### config.mk
export PLATFORM = sky130hd
export DESIGN_NAME = morse_key_decoder
export DESIGN_NICKNAME = d
export VERILOG_FILES = /design/src/rtl/morse_key_decoder_pkg.sv /design/src/rtl/morse_key_decoder_sync.sv /design/src/rtl/morse_key_decoder.sv
export SDC_FILE = /design/constraint.sdc
export NUM_CORES = 1
export LEC_CHECK = 0
export CAP_MARGIN = 20
export CORE_AREA = 5 5 47 90
export CTS_CLUSTER_SIZE = 16
export DETAILED_ROUTE_END_ITERATION = 8
export DIE_AREA = 0 0 52 95
export PLACE_DENSITY = 0.72
export SKIP_CTS_REPAIR_TIMING = 1
export SLEW_MARGIN = 15
export SYNTH_ARGS = -nofsm -noshare
export SYNTH_HDL_FRONTEND = slang
export SYNTH_SLANG_ARGS = --single-unit
### constraint.sdc
create_clock -name clk -period 3.6 [get_ports clk]
set_input_delay 0.72 -clock clk [delete_from_list [all_inputs] [get_ports clk]]
set_output_delay 0.72 -clock clk [all_outputs]
set_load 0.02 [all_outputs]
### src/rtl/morse_key_decoder_pkg.sv
// Shared Morse definitions: FSM states, symbol values, default timing and the
// character lookup used by both the decoder and the trainer.
package morse_pkg;

  typedef enum logic [2:0] {
    IDLE  = 3'd0,
    MARK  = 3'd1,
    SPACE = 3'd2,
    HOLD  = 3'd3,
    ERR   = 3'd4
  } morse_state_t;

  localparam logic SYM_DOT  = 1'b0;
  localparam logic SYM_DASH = 1'b1;

  localparam int unsigned DEF_CNT_W    = 8;
  localparam int unsigned DEF_DOT_MIN  = 20;
  localparam int unsigned DEF_DASH_MIN = 60;
  localparam int unsigned DEF_CHAR_GAP = 40;
  localparam int unsigned DEF_MARK_MAX = 200;
  localparam int unsigned DEF_MAX_LEN  = 5;
  localparam int unsigned DEF_LEN_W    = $clog2(DEF_MAX_LEN + 1);

  typedef struct packed {
    logic [DEF_LEN_W-1:0]   len;
    logic [DEF_MAX_LEN-1:0] code;
  } morse_char_t;

  // First symbol sits in the MSB of the len-bit field; the newest in the LSB.
  function automatic morse_char_t morse_lookup(input logic [7:0] ch);
    morse_char_t r;
    r = '0;
    case (ch)
      "A": r = '{3'd2, 5'b00001};
      "B": r = '{3'd4, 5'b01000};
      "C": r = '{3'd4, 5'b01010};
      "D": r = '{3'd3, 5'b00100};
      "E": r = '{3'd1, 5'b00000};
      "F": r = '{3'd4, 5'b00010};
      "G": r = '{3'd3, 5'b00110};
      "H": r = '{3'd4, 5'b00000};
      "I": r = '{3'd2, 5'b00000};
      "J": r = '{3'd4, 5'b00111};
      "K": r = '{3'd3, 5'b00101};
      "L": r = '{3'd4, 5'b00100};
      "M": r = '{3'd2, 5'b00011};
      "N": r = '{3'd2, 5'b00010};
      "O": r = '{3'd3, 5'b00111};
      "P": r = '{3'd4, 5'b00110};
      "Q": r = '{3'd4, 5'b01101};
      "R": r = '{3'd3, 5'b00010};
      "S": r = '{3'd3, 5'b00000};
      "T": r = '{3'd1, 5'b00001};
      "U": r = '{3'd3, 5'b00001};
      "V": r = '{3'd4, 5'b00001};
      "W": r = '{3'd3, 5'b00011};
      "X": r = '{3'd4, 5'b01001};
      "Y": r = '{3'd4, 5'b01011};
      "Z": r = '{3'd4, 5'b01100};
      "0": r = '{3'd5, 5'b11111};
      "1": r = '{3'd5, 5'b01111};
      "2": r = '{3'd5, 5'b00111};
      "3": r = '{3'd5, 5'b00011};
      "4": r = '{3'd5, 5'b00001};
      "5": r = '{3'd5, 5'b00000};
      "6": r = '{3'd5, 5'b10000};
      "7": r = '{3'd5, 5'b11000};
      "8": r = '{3'd5, 5'b11100};
      "9": r = '{3'd5, 5'b11110};
      "/": r = '{3'd5, 5'b10010};
      "=": r = '{3'd5, 5'b10001};
      "+": r = '{3'd5, 5'b01010};
      default: r = '0;
    endcase
    return r;
  endfunction

endpackage

### src/rtl/morse_key_decoder_sync.sv
// Two-flop synchroniser for the raw key line, with edge pulses derived from
// the synchronised level and its one-cycle-delayed copy.
module morse_key_sync (
  input  logic clk,
  input  logic rst_n,
  input  logic key,
  output logic key_s,
  output logic rise,
  output logic fall
);

  logic meta_q;
  logic key_s_q;
  logic key_q;

  always_ff @(posedge clk or negedge rst_n) begin
    if (!rst_n) begin
      meta_q  <= 1'b0;
      key_s_q <= 1'b0;
      key_q   <= 1'b0;
    end else begin
      meta_q  <= key;
      key_s_q <= meta_q;
      key_q   <= key_s_q;
    end
  end

  assign key_s = key_s_q;
  assign rise  = key_s_q & ~key_q;
  assign fall  = ~key_s_q & key_q;

endmodule

### src/rtl/morse_key_decoder.sv
// Morse key decoder: times marks/spaces on a synchronised key, packs dots and
// dashes into a code word and offers {code, len} over valid/ready.
module morse_key_decoder
  import morse_pkg::*;
#(
  parameter int unsigned CNT_W    = DEF_CNT_W,
  parameter int unsigned DOT_MIN  = DEF_DOT_MIN,
  parameter int unsigned DASH_MIN = DEF_DASH_MIN,
  parameter int unsigned CHAR_GAP = DEF_CHAR_GAP,
  parameter int unsigned MARK_MAX = DEF_MARK_MAX,
  parameter int unsigned MAX_LEN  = DEF_MAX_LEN,
  localparam int unsigned LEN_W   = $clog2(MAX_LEN + 1)
) (
  input  logic               clk,
  input  logic               rst_n,
  input  logic               enable_i,
  input  logic               key_i,
  input  logic [MAX_LEN-1:0] target_code_i,
  input  logic [LEN_W-1:0]   target_len_i,
  output logic               valid_o,
  input  logic               ready_i,
  output logic [MAX_LEN-1:0] code_o,
  output logic [LEN_W-1:0]   len_o,
  output logic               match_o,
  output logic               err_o,
  output logic               overrun_o
);

  localparam logic [CNT_W-1:0] DOT_MIN_C  = CNT_W'(DOT_MIN);
  localparam logic [CNT_W-1:0] DASH_MIN_C = CNT_W'(DASH_MIN);
  localparam logic [CNT_W-1:0] GAP_C      = CNT_W'(CHAR_GAP);
  localparam logic [CNT_W-1:0] OVER_C     = CNT_W'(MARK_MAX + 1);
  localparam logic [CNT_W-1:0] ONE_C      = CNT_W'(1);
  localparam logic [LEN_W-1:0] FULL_C     = LEN_W'(MAX_LEN);

  logic key_s, key_rise, key_fall;

  morse_key_sync u_sync (
    .clk   (clk),
    .rst_n (rst_n),
    .key   (key_i),
    .key_s (key_s),
    .rise  (key_rise),
    .fall  (key_fall)
  );

  morse_state_t       state_q, state_d;
  logic [CNT_W-1:0]   timer_q, timer_d, timer_inc;
  logic [MAX_LEN-1:0] code_q, code_d, code_app;
  logic [LEN_W-1:0]   len_q, len_d, len_inc;
  logic               err_q, err_d, ovr_q, ovr_d;
  logic               sym;
  logic [MAX_LEN-1:0] len_mask;

  assign timer_inc = (timer_q == '1) ? timer_q : timer_q + ONE_C;
  assign sym       = (timer_q >= DASH_MIN_C) ? SYM_DASH : SYM_DOT;
  assign code_app  = {code_q[MAX_LEN-2:0], sym};
  assign len_inc   = len_q + LEN_W'(1);

  always_comb begin
    state_d = state_q;
    timer_d = timer_q;
    code_d  = code_q;
    len_d   = len_q;
    err_d   = 1'b0;
    ovr_d   = 1'b0;
    if (!enable_i) begin
      state_d = IDLE;
      timer_d = '0;
      code_d  = '0;
      len_d   = '0;
    end else begin
      case (state_q)
        IDLE: begin
          timer_d = '0;
          code_d  = '0;
          len_d   = '0;
          if (key_rise) begin
            state_d = MARK;
            timer_d = ONE_C;
          end
        end
        MARK: begin
          // Over-length check wins over a coincident release.
          if (timer_q == OVER_C) begin
            state_d = ERR;
            err_d   = 1'b1;
            timer_d = '0;
            code_d  = '0;
            len_d   = '0;
          end else if (key_fall) begin
            if (timer_q < DOT_MIN_C) begin
              state_d = (len_q != '0) ? SPACE : IDLE;
              timer_d = (len_q != '0) ? ONE_C : '0;
            end else begin
              code_d = code_app;
              len_d  = len_inc;
              if (len_inc == FULL_C) begin
                state_d = HOLD;
                timer_d = '0;
              end else begin
                state_d = SPACE;
                timer_d = ONE_C;
              end
            end
          end else if (key_s) begin
            timer_d = timer_inc;
          end
        end
        SPACE: begin
          if (key_rise) begin
            state_d = MARK;
            timer_d = ONE_C;
          end else if (timer_q == GAP_C) begin
            state_d = HOLD;
            timer_d = '0;
          end else begin
            timer_d = timer_inc;
          end
        end
        HOLD: begin
          ovr_d = key_rise;
          if (ready_i) begin
            state_d = IDLE;
            code_d  = '0;
            len_d   = '0;
          end
        end
        ERR: begin
          if (!key_s) begin
            state_d = IDLE;
            timer_d = '0;
          end
        end
        default: begin
          state_d = IDLE;
          timer_d = '0;
          code_d  = '0;
          len_d   = '0;
        end
      endcase
    end
  end

  always_ff @(posedge clk or negedge rst_n) begin
    if (!rst_n) begin
      state_q <= IDLE;
      timer_q <= '0;
      code_q  <= '0;
      len_q   <= '0;
      err_q   <= 1'b0;
      ovr_q   <= 1'b0;
    end else begin
      state_q <= state_d;
      timer_q <= timer_d;
      code_q  <= code_d;
      len_q   <= len_d;
      err_q   <= err_d;
      ovr_q   <= ovr_d;
    end
  end

  always_comb begin
    len_mask = '0;
    for (int unsigned i = 0; i < MAX_LEN; i++) begin
      len_mask[i] = (LEN_W'(i) < len_q);
    end
  end

  assign valid_o   = (state_q == HOLD);
  assign code_o    = code_q;
  assign len_o     = len_q;
  assign match_o   = valid_o && (len_q == target_len_i) &&
                     ((code_q & len_mask) == (target_code_i & len_mask));
  assign err_o     = err_q;
  assign overrun_o = ovr_q;

endmodule

; After elaboration in Yosys (flattened, before gate mapping)
; Index checks and enable logic that the tools add are counted.
[totals]
regBits = 24
latch_bits = 0
ram_bits = 0
mem_bits_ro = 0
output_inout_bits = 12
memories = 0
[classes]
add_sub_neg = 2
mul = 0
n_div = 0
order_cmp = 7
n_eq_ne = 19
n_shift = 0
n_mux = 42
bitwise_logic = 6
reduce_logical = 8
[ops]
columns = op, count
row1 = $mux W8, 8
row2 = $pmux W8 S5, 1
row3 = $mux W3, 12
row4 = $mux W5, 5
row5 = $eq A8 B8 Y1 const B, 2
row6 = $pmux W3 S5, 1
row7 = $pmux W5 S3, 1
row8 = $ne A4 B4 Y1 const B, 3
row9 = $mux W1, 11
row10 = $and A5 B5 Y5, 2
row11 = $pmux W3 S3, 1
row12 = $add A8 B1 Y8 const B, 1
row13 = $eq A8 B6 Y1 const B, 1
row14 = $ge A8 B6 Y1 const B, 1
row15 = $lt A8 B5 Y1 const B, 1
row16 = $eq A3 B2 Y1 const B, 2
row17 = $eq A3 B3 Y1 const B, 2
row18 = $lt A1 B3 Y1 const A, 2
row19 = $lt A2 B3 Y1 const A, 2
row20 = $ne A3 B3 Y1 const B, 2
row21 = $eq A5 B5 Y1, 1
row22 = $ne A5 B4 Y1 const B, 1
row23 = $reduce_and A5 Y1, 1
row24 = $mux W2, 2
row25 = 14 further kinds, 18

; Logic depth before layout (Yosys ltp)
; Gate-level depths: netlist of the first run.
[depth]
ltp_word = 8
ltp_mapped = 8

; Hierarchy
; From an unflattened synthesis of the first run, not the netlist that was laid out.
[unflattened]
hier_cells = 172
area_unflattened_um2 = 1572.8
[by_module_without_submodules]
columns = module, instances, cells_each, area_each_um2
row1 = morse_key_decoder, 1, 167, 1482.7
row2 = morse_key_sync, 1, 5, 90.1

; Worst setup path after synthesis of the first run
; No wires, ideal clock.
[synth_timing]
kind = input to output
start = input target_code_i[0]
end = output match_o
arrival_time_ns = 1.652
path_slack_ns = 1.228
stages = 5
path_buffers = 0
cell_sequence = xnor2_1 -> a21oi_1 -> nor2_1 -> a41oi_1 -> nor3_1
[synth_via]
elab_chain_cells = 3
[synth_lines]
columns = element, line
row1 = from (decl), morse_key_decoder.sv:18  ; input logic [MAX_LEN-1:0] target_code_i,
row2 = $and A5 B5 Y5, morse_key_decoder.sv:174  ; ((code_q & len_mask) == (target_code_i & len_mask));
row3 = $eq A5 B5 Y1, morse_key_decoder.sv:174
row4 = $logic_and A1 B1 Y1, morse_key_decoder.sv:173  ; assign match_o = valid_o && (len_q == target_len_i) &&
row5 = to (decl), morse_key_decoder.sv:24  ; output logic match_o,
; No other way between the ends.

; Worst setup path in the final report of the first run
; Same ends and word-level chain as after synthesis.

==> summary.txt, run 1 <==
Die
  – Starting utilization of the core area: between 40% and 50%
  – Die height: about 95 um
  – Core outline area: 3530 um2
  – # rows: 31
  – Chip width: 52 um
  – I/O pin total: 25
  – Total Die Area: about 4900 um2

Synth
  – Yosys warns: 0
  – Post-synthesis cell count: 178
  – Number of distinct library cell variants in the gate-level netlist after synthesis: between 50 and 60
  – Post-synth top area cell: dfrtp_1
  – Biggest area contributors in the synthesized netlist: dfrtp_1 (36%), ha_1 (4.5%), nand2_1 (4.1%), xnor2_1 (3.2%), a31oi_1 (3.0%)
  – Most frequently used flop master after synthesis: dfrtp_1
  – Share of the synthesized area in the top cell type: between 30% and 40%
  – Fraction of registers with async set/reset: 100%
  – Top cell types by occurrence after synthesis: dfrtp_1 (24), nand2_1 (18), inv_1 (11), nor2_1 (11), o21ai_0 (9)
  – Post-synth EDFFs: 0
  – Share of the yosys chip area belonging to registers: about 36%
  – Average footprint of a synthesized cell: about 9.3 um2
  – Most frequent cell after synthesis: dfrtp_1
  – Yosys reg bits: 24
  – Total standard cell area after synthesis: roughly 1700 um2
  – Synth Net Count: 197

Detailed routing
  – Via density per instance: a little over 6
  – Count of vias placed by the detailed router: 1511
  – Number of violations reported at the end of detailed-routing iteration 0: between 50 and 60
  – First drt pass iteration count: 4
  – Routed WL per cell: between 15 and 20 um
  – Antenna Nets Post-Route: 0
  – DRC violation count after routing: 0
  – Routed wire length: 4100 um

Timing
  – Number of hold-slack violations in the final timing report: 0
  – Layout Skew: around 0.0023 ns
  – Max-slew violation total from the final report: 0
  – Slew HR: slightly above 60%
  – Min Hold Slack: 0.365 ns
  – Upper clock frequency limit: 307 MHz
  – Count of final setup violators: 0
  – Final worst path period need: 3.25 ns
  – Transition time at the pin with the least slew margin: between 0.5 and 0.6 ns
  – Fin worst setup slack: 0.347 ns
  – Final sum of negative setup slack: 0 ns
  – Share of the cycle needed by the critical path after routing: between 90% and 100%
  – RSZ-0062 raised after global routing: no

Clock network
  – Clk Latency, worst-skew pair: between 0.2 and 0.3 ns
  – Number of buffers between clock root and the deepest sink: 2
  – Clock slew seen by the registers of the worst setup and hold paths: approximately 0.090 ns
  – Clock sink count: 24
  – Clock tree from TritonCTS: yes
  – TritonCTS buffer count: 3
  – Clk Tree Root Cell: clkbuf_8
  – H-tree Lvls: 1

Global routing
  – Number of global-route vias before repair: roughly 1400
  – Global-route wire length before repair: 6780 um
  – Total track usage: around 18%
  – Pin count of the biggest net entering global routing: 25
  – Antenna violations before repair: 0
  – GRT overflow: 0

Place
  – Weighted congestion reported at the end of routability-driven placement: 0.869
  – Sum of net half-perimeters after detailed placement: approximately 3000 um
  – Number of cells in the design after placement: between 200 and 250
  – Setup slack at placement: 0.341 ns
  – PortBufs: 24

Finish
  – Non-filler cells, final: 250
  – Area growth from synthesis to final layout: 19.5%
  – Antenna Cells: 0
  – Ratio of cells with drive above 1 in the final layout: 9.45%
  – Final net count: ~220

Critical path
  – Data required time at the worst endpoint: 2.88 ns
  – Critical path startpoint category: input pin
  – Critical path type: input pin to primary output
  – Maximum net fanout on the critical path: 3
  – Worst EP arrival: 2.53 ns
  – Crit end category: primary output

Run
  – Max-Cap Viols: 0

Pwr
  – Lkg Pwr: slightly above 0.8 nW
  – Power density cells: approximately 360 nW/um2
  – Maximum vdd ir drop: between 0.2 and 0.3 mV

Hold path
  – Class of the most critical hold timing path: register to register

Status
  – Run status: completed
[worst max-delay path, cell delays in order]
cell             delay (ns)
clkdlybuf4s50_1        0.41
xnor2_1                0.30
a21oi_1                0.11
nor2_1                 0.10
a41oi_1                0.05
nor3_1                 0.20
clkdlybuf4s50_1        0.63
[per-layer routing]
| metal | share of wire, % | GRT usage (%) |
|---|---|---|
| met1 | 44 | 24.3 |
| met4 | 2.4 | 6.78 |
| met3 | 3.7 | 2.21 |
| met5 | 0 | 0 |
| met2 | 50 | 27.9 |
[layout make-up]
type / count / area (um2)
tap: 49 / 61.3
clock buffer: 4 / 55.1
sequential: 24 / 601
timing repair buffer: 25 / 243
inverter: 12 / 45.0
multi-input combinational: 136 / 981
fill: 318 / 1540
[kinds of logic (layout without fill, tap and decap cells)]
family / after synthesis / count (layout) / share of synthesized area, %
multiplexers: 6 / 6 / 3.84
flip-flops: 24 / 24 / 36.1
buffers and inverters: 18 / 41 / 4.82
AND/OR/NAND/NOR: 68 / 68 / 23.8
adder cells (fa/ha/maj): 6 / 6 / 4.52
AO/OA/AOI/OAI: 47 / 47 / 22.1
XOR/XNOR: 9 / 9 / 4.74
[per-stage QoR]
stage                     utilization, %  power, mW  area, um2
after floorplan                        -      0.457       1660
after global placement              54.8      0.516       1940
after detailed placement            54.8      0.522       1940
after CTS                           56.4      0.708       1990
after global routing                56.3      0.741       1990
final                               56.3      0.711       1990
[layout by cell type, fill, tap and decap left out, types with 4 or more instances in the layout]
master	netlist	final
dfrtp_1	24	24
clkdlybuf4s50_1	0	23
nand2_1	18	18
inv_1	11	11
nor2_1	11	11
o21ai_0	9	9
a31oi_1	8	8
nand3_1	8	8
xnor2_1	6	6
ha_1	6	6
a21oi_1	5	5
o31ai_1	5	5
nor3_1	4	4
nand2b_1	4	4
nand4_1	4	4
o22ai_1	4	4
clkbuf_8	0	4
[flip-flops by register name, indices dropped and copies added (netlist names)]
name,cells
timer_q,8
code_o,5
len_o,3
state_q,3
err_o,1
overrun_o,1
u_sync.key_q,1
u_sync.key_s,1
u_sync.meta_q,1
[path summary, 6_finish.rpt]
kind                            slack, ns              from  cells past startpoint             to
worst min-delay path                 0.36     u_sync.meta_q                      0   u_sync.key_s
min in group asynchronous            0.41             rst_n                      1  u_sync.meta_q
worst max register to register       1.33        timer_q[1]                      7     timer_q[4]
max in group asynchronous            2.84             rst_n                      1     timer_q[0]
worst min register to register       0.36     u_sync.meta_q                      0   u_sync.key_s
worst max-delay path                 0.35  target_code_i[0]                      7        match_o
[report_power, final]
part | switching [mW] | total, mW | internal [mW]
registers | 0.0270 | 0.310 | 0.283
clock network | 0.0919 | 0.190 | 0.0979
logic | 0.116 | 0.211 | 0.0949
Power figures use the tool's default switching activity.
==> run 2, diff against run 1 <==
--- a/config.mk
+++ b/config.mk
@@ -7,7 +7,7 @@
 export LEC_CHECK = 0
 export CAP_MARGIN = 20
 export CORE_AREA = 5 5 47 90
-export CTS_CLUSTER_SIZE = 16
+export CTS_CLUSTER_SIZE = 14
 export DETAILED_ROUTE_END_ITERATION = 8
 export DIE_AREA = 0 0 52 95
 export PLACE_DENSITY = 0.72
==> results of run 2 <==
Same layout as run 1: the final DEF is identical, and so are final timing and power.
==> run 3, diff against run 2 <==
--- a/config.mk
+++ b/config.mk
@@ -6,11 +6,11 @@
 export NUM_CORES = 1
 export LEC_CHECK = 0
 export CAP_MARGIN = 20
-export CORE_AREA = 5 5 47 90
+export CORE_AREA = 5 5 64 66
 export CTS_CLUSTER_SIZE = 14
 export DETAILED_ROUTE_END_ITERATION = 8
-export DIE_AREA = 0 0 52 95
-export PLACE_DENSITY = 0.72
+export DIE_AREA = 0 0 69 71
+export PLACE_DENSITY = 0.73
 export SKIP_CTS_REPAIR_TIMING = 1
 export SLEW_MARGIN = 15
 export SYNTH_ARGS = -nofsm -noshare
==> run 3 against run 2 <==
- power increased by 1.2%
- utilization is 0.22 points lower
- cell count shrank 0.80%
- largest cell class unchanged
==> summary.txt, run 3 (same netlist as run 1, synthesis figures left out) <==
Status
  – Run status: completed (unchanged)

Critical path
  – Critical path startpoint category: input pin (unchanged)
  – Critical path type: input pin to primary output (unchanged)
  – Start of the worst register-to-register path: timer_q[1] (unchanged)
  – Maximum net fanout on the critical path: 3 (unchanged)
  – Crit end category: primary output (unchanged)
  – Worst EP arrival: 2.54 ns (was 2.53 ns)
  – Flop-to-flop setup slack: 1.32 ns (was 1.33 ns)
  – Setup crit start: target_code_i[0] (unchanged)
  – Data required time at the worst endpoint: 2.88 ns (about the same)

Clock network
  – Clk Tree Root Cell: clkbuf_4 (was clkbuf_8)
  – Clock sink count: 24 (unchanged)
  – Number of buffers between clock root and the deepest sink: 2 (unchanged)
  – TritonCTS buffer count: 3 (unchanged)
  – H-tree Lvls: 1 (unchanged)
  – Clock slew seen by the registers of the worst setup and hold paths: 0.15 ns (was 0.09 ns)
  – Clk Latency, worst-skew pair: 0.34 ns (was 0.27 ns)
  – Clock tree from TritonCTS: yes (unchanged)

Die
  – Die height: 71 um (was 95 um)
  – Starting utilization of the core area: 47.2% (was 47.1%)
  – Core outline area: 3520 um2 (was 3530 um2)
  – # rows: 22 (was 31)
  – Total Die Area: 4900 um2 (was 4940 um2)
  – Chip width: 69 um (was 52 um)
  – I/O pin total: 25 (unchanged)

Finish
  – Most used cells in the layout excluding fill and tap cells: dfrtp_1 (24), clkdlybuf4s50_1 (23), nand2_1 (18) (unchanged)
  – Most flop-heavy register: timer_q (unchanged)
  – Most common library cell in the layout ignoring fill and taps: dfrtp_1 (unchanged)
  – Flip-flop count of the largest register after layout: 8 (unchanged)
  – Antenna Cells: 0 (unchanged)
  – Final net count: 220 (was 221)
  – Area growth from synthesis to final layout: 18.8% (was 19.5%)
  – Non-filler cells, final: 248 (was 250)
  – Ratio of cells with drive above 1 in the final layout: 9.00% (was 9.45%)

Place
  – Sum of net half-perimeters after detailed placement: 3150 um (was 3000 um)
  – PortBufs: 24 (unchanged)
  – Setup slack at placement: 0.368 ns (was 0.341 ns)
  – Weighted congestion reported at the end of routability-driven placement: 0.890 (was 0.869)
  – Number of cells in the design after placement: 244 (was 246)

Timing
  – Slew HR: 42.0% (was 60.5%)
  – Count of final setup violators: 0 (unchanged)
  – Fin worst setup slack: 0.336 ns (was 0.347 ns)
  – Share of the cycle needed by the critical path after routing: 90.7% (was 90.4%)
  – Final worst path period need: 3.26 ns (was 3.25 ns)
  – Upper clock frequency limit: 306 MHz (was 307 MHz)
  – Transition time at the pin with the least slew margin: 0.857 ns (was 0.591 ns)
  – Final sum of negative setup slack: 0 ns (unchanged)
  – Max-slew violation total from the final report: 0 (unchanged)
  – RSZ-0062 raised after global routing: no (unchanged)
  – Number of hold-slack violations in the final timing report: 0 (unchanged)
  – Layout Skew: 0.0147 ns (was 0.00235 ns)

Global routing
  – Antenna violations before repair: 0 (unchanged)
  – Number of global-route vias before repair: 1505 (was 1417)
  – Total track usage: 17.8% (was 17.7%)
  – GRT overflow: 0 (unchanged)
  – Global-route wire length before repair: 7220 um (was 6780 um)
  – Pin count of the biggest net entering global routing: 25 (unchanged)

Pwr
  – Maximum vdd ir drop: 0.188 mV (was 0.260 mV)
  – Power density cells: 364 nW/um2 (was 358 nW/um2)
  – Lkg Pwr: 0.802 nW (was 0.808 nW)

Detailed routing
  – Routed wire length: 4130 um (was 4100 um)
  – Routed WL per cell: 16.7 um (was 16.4 um)
  – DRC violation count after routing: 0 (unchanged)
  – Via density per instance: 5.96 (was 6.04)
  – Count of vias placed by the detailed router: 1478 (was 1511)
  – Antenna Nets Post-Route: 0 (unchanged)
  – Number of violations reported at the end of detailed-routing iteration 0: 64 (was 52)
  – First drt pass iteration count: 4 (unchanged)

Hold path
  – Class of the most critical hold timing path: input pin to asynchronous set/reset pin (was register to register)

Run
  – Max-Cap Viols: 0 (unchanged)
## run 3: cell count changes in the layout (fill, tap and decap cells not counted)
cell | previous run | this run
buf_4 | 1 | 0
bufinv_16 | 0 | 1
clkbuf_4 | 0 | 3
clkbuf_8 | 4 | 0
## run 3: worst max-delay path, cell delays in order
cell	delay, ns
clkdlybuf4s50_1	0.42
xnor2_1	0.24
a21oi_1	0.10
nor2_1	0.11
a41oi_1	0.05
nor3_1	0.25
clkdlybuf4s50_1	0.65
## run 3: path summary, 6_finish.rpt
path,endpoint,cells after the start
min in group clk,u_sync.key_s,0
worst min-delay path,overrun_o,1
worst max register to register,len_o[0],7
worst min register to register,u_sync.key_s,0
worst max-delay path,match_o,7
max in group asynchronous,len_o[0],1
## run 3: per-stage QoR
stage | power (mW) | hold slack (ns) | instance area, um2 | utilization [%]
3_5_place_dp | 0.523 | 0.342 | 1930 | 54.7
4_1_cts | 0.720 | 0.377 | 1980 | 56.2
5_1_grt | 0.767 | 0.374 | 1970 | 56.0
2_1_floorplan | 0.457 | 0.331 | 1660 | -
6_report | 0.720 | 0.339 | 1970 | 56.0
3_3_place_gp | 0.513 | 0.343 | 1930 | 54.7
## run 3: routing by layer
metal	part of all wire (%)	up-vias	track usage, %
li1	-	709	-
met1	43	711	21.3
met2	50	49	31.1
met3	4.7	9	3.69
met4	2.3	0	7.38
met5	0	-	0
## run 3: power by group
group | leakage (nW) | internal, mW | switching (mW)
logic | 0.449 | 0.0931 | 0.115
registers | 0.325 | 0.283 | 0.0271
clock network | 0.0279 | 0.113 | 0.0888
## run 3: layout make-up
class	instances	area, um2
multi-input cells	136	981
clock buffers	3	22.5
inverters	12	45.0
fillers	341	1550
repair buffers	24	235
clock inverters	1	30.0
flip-flops and latches	24	601
well taps	48	60.1
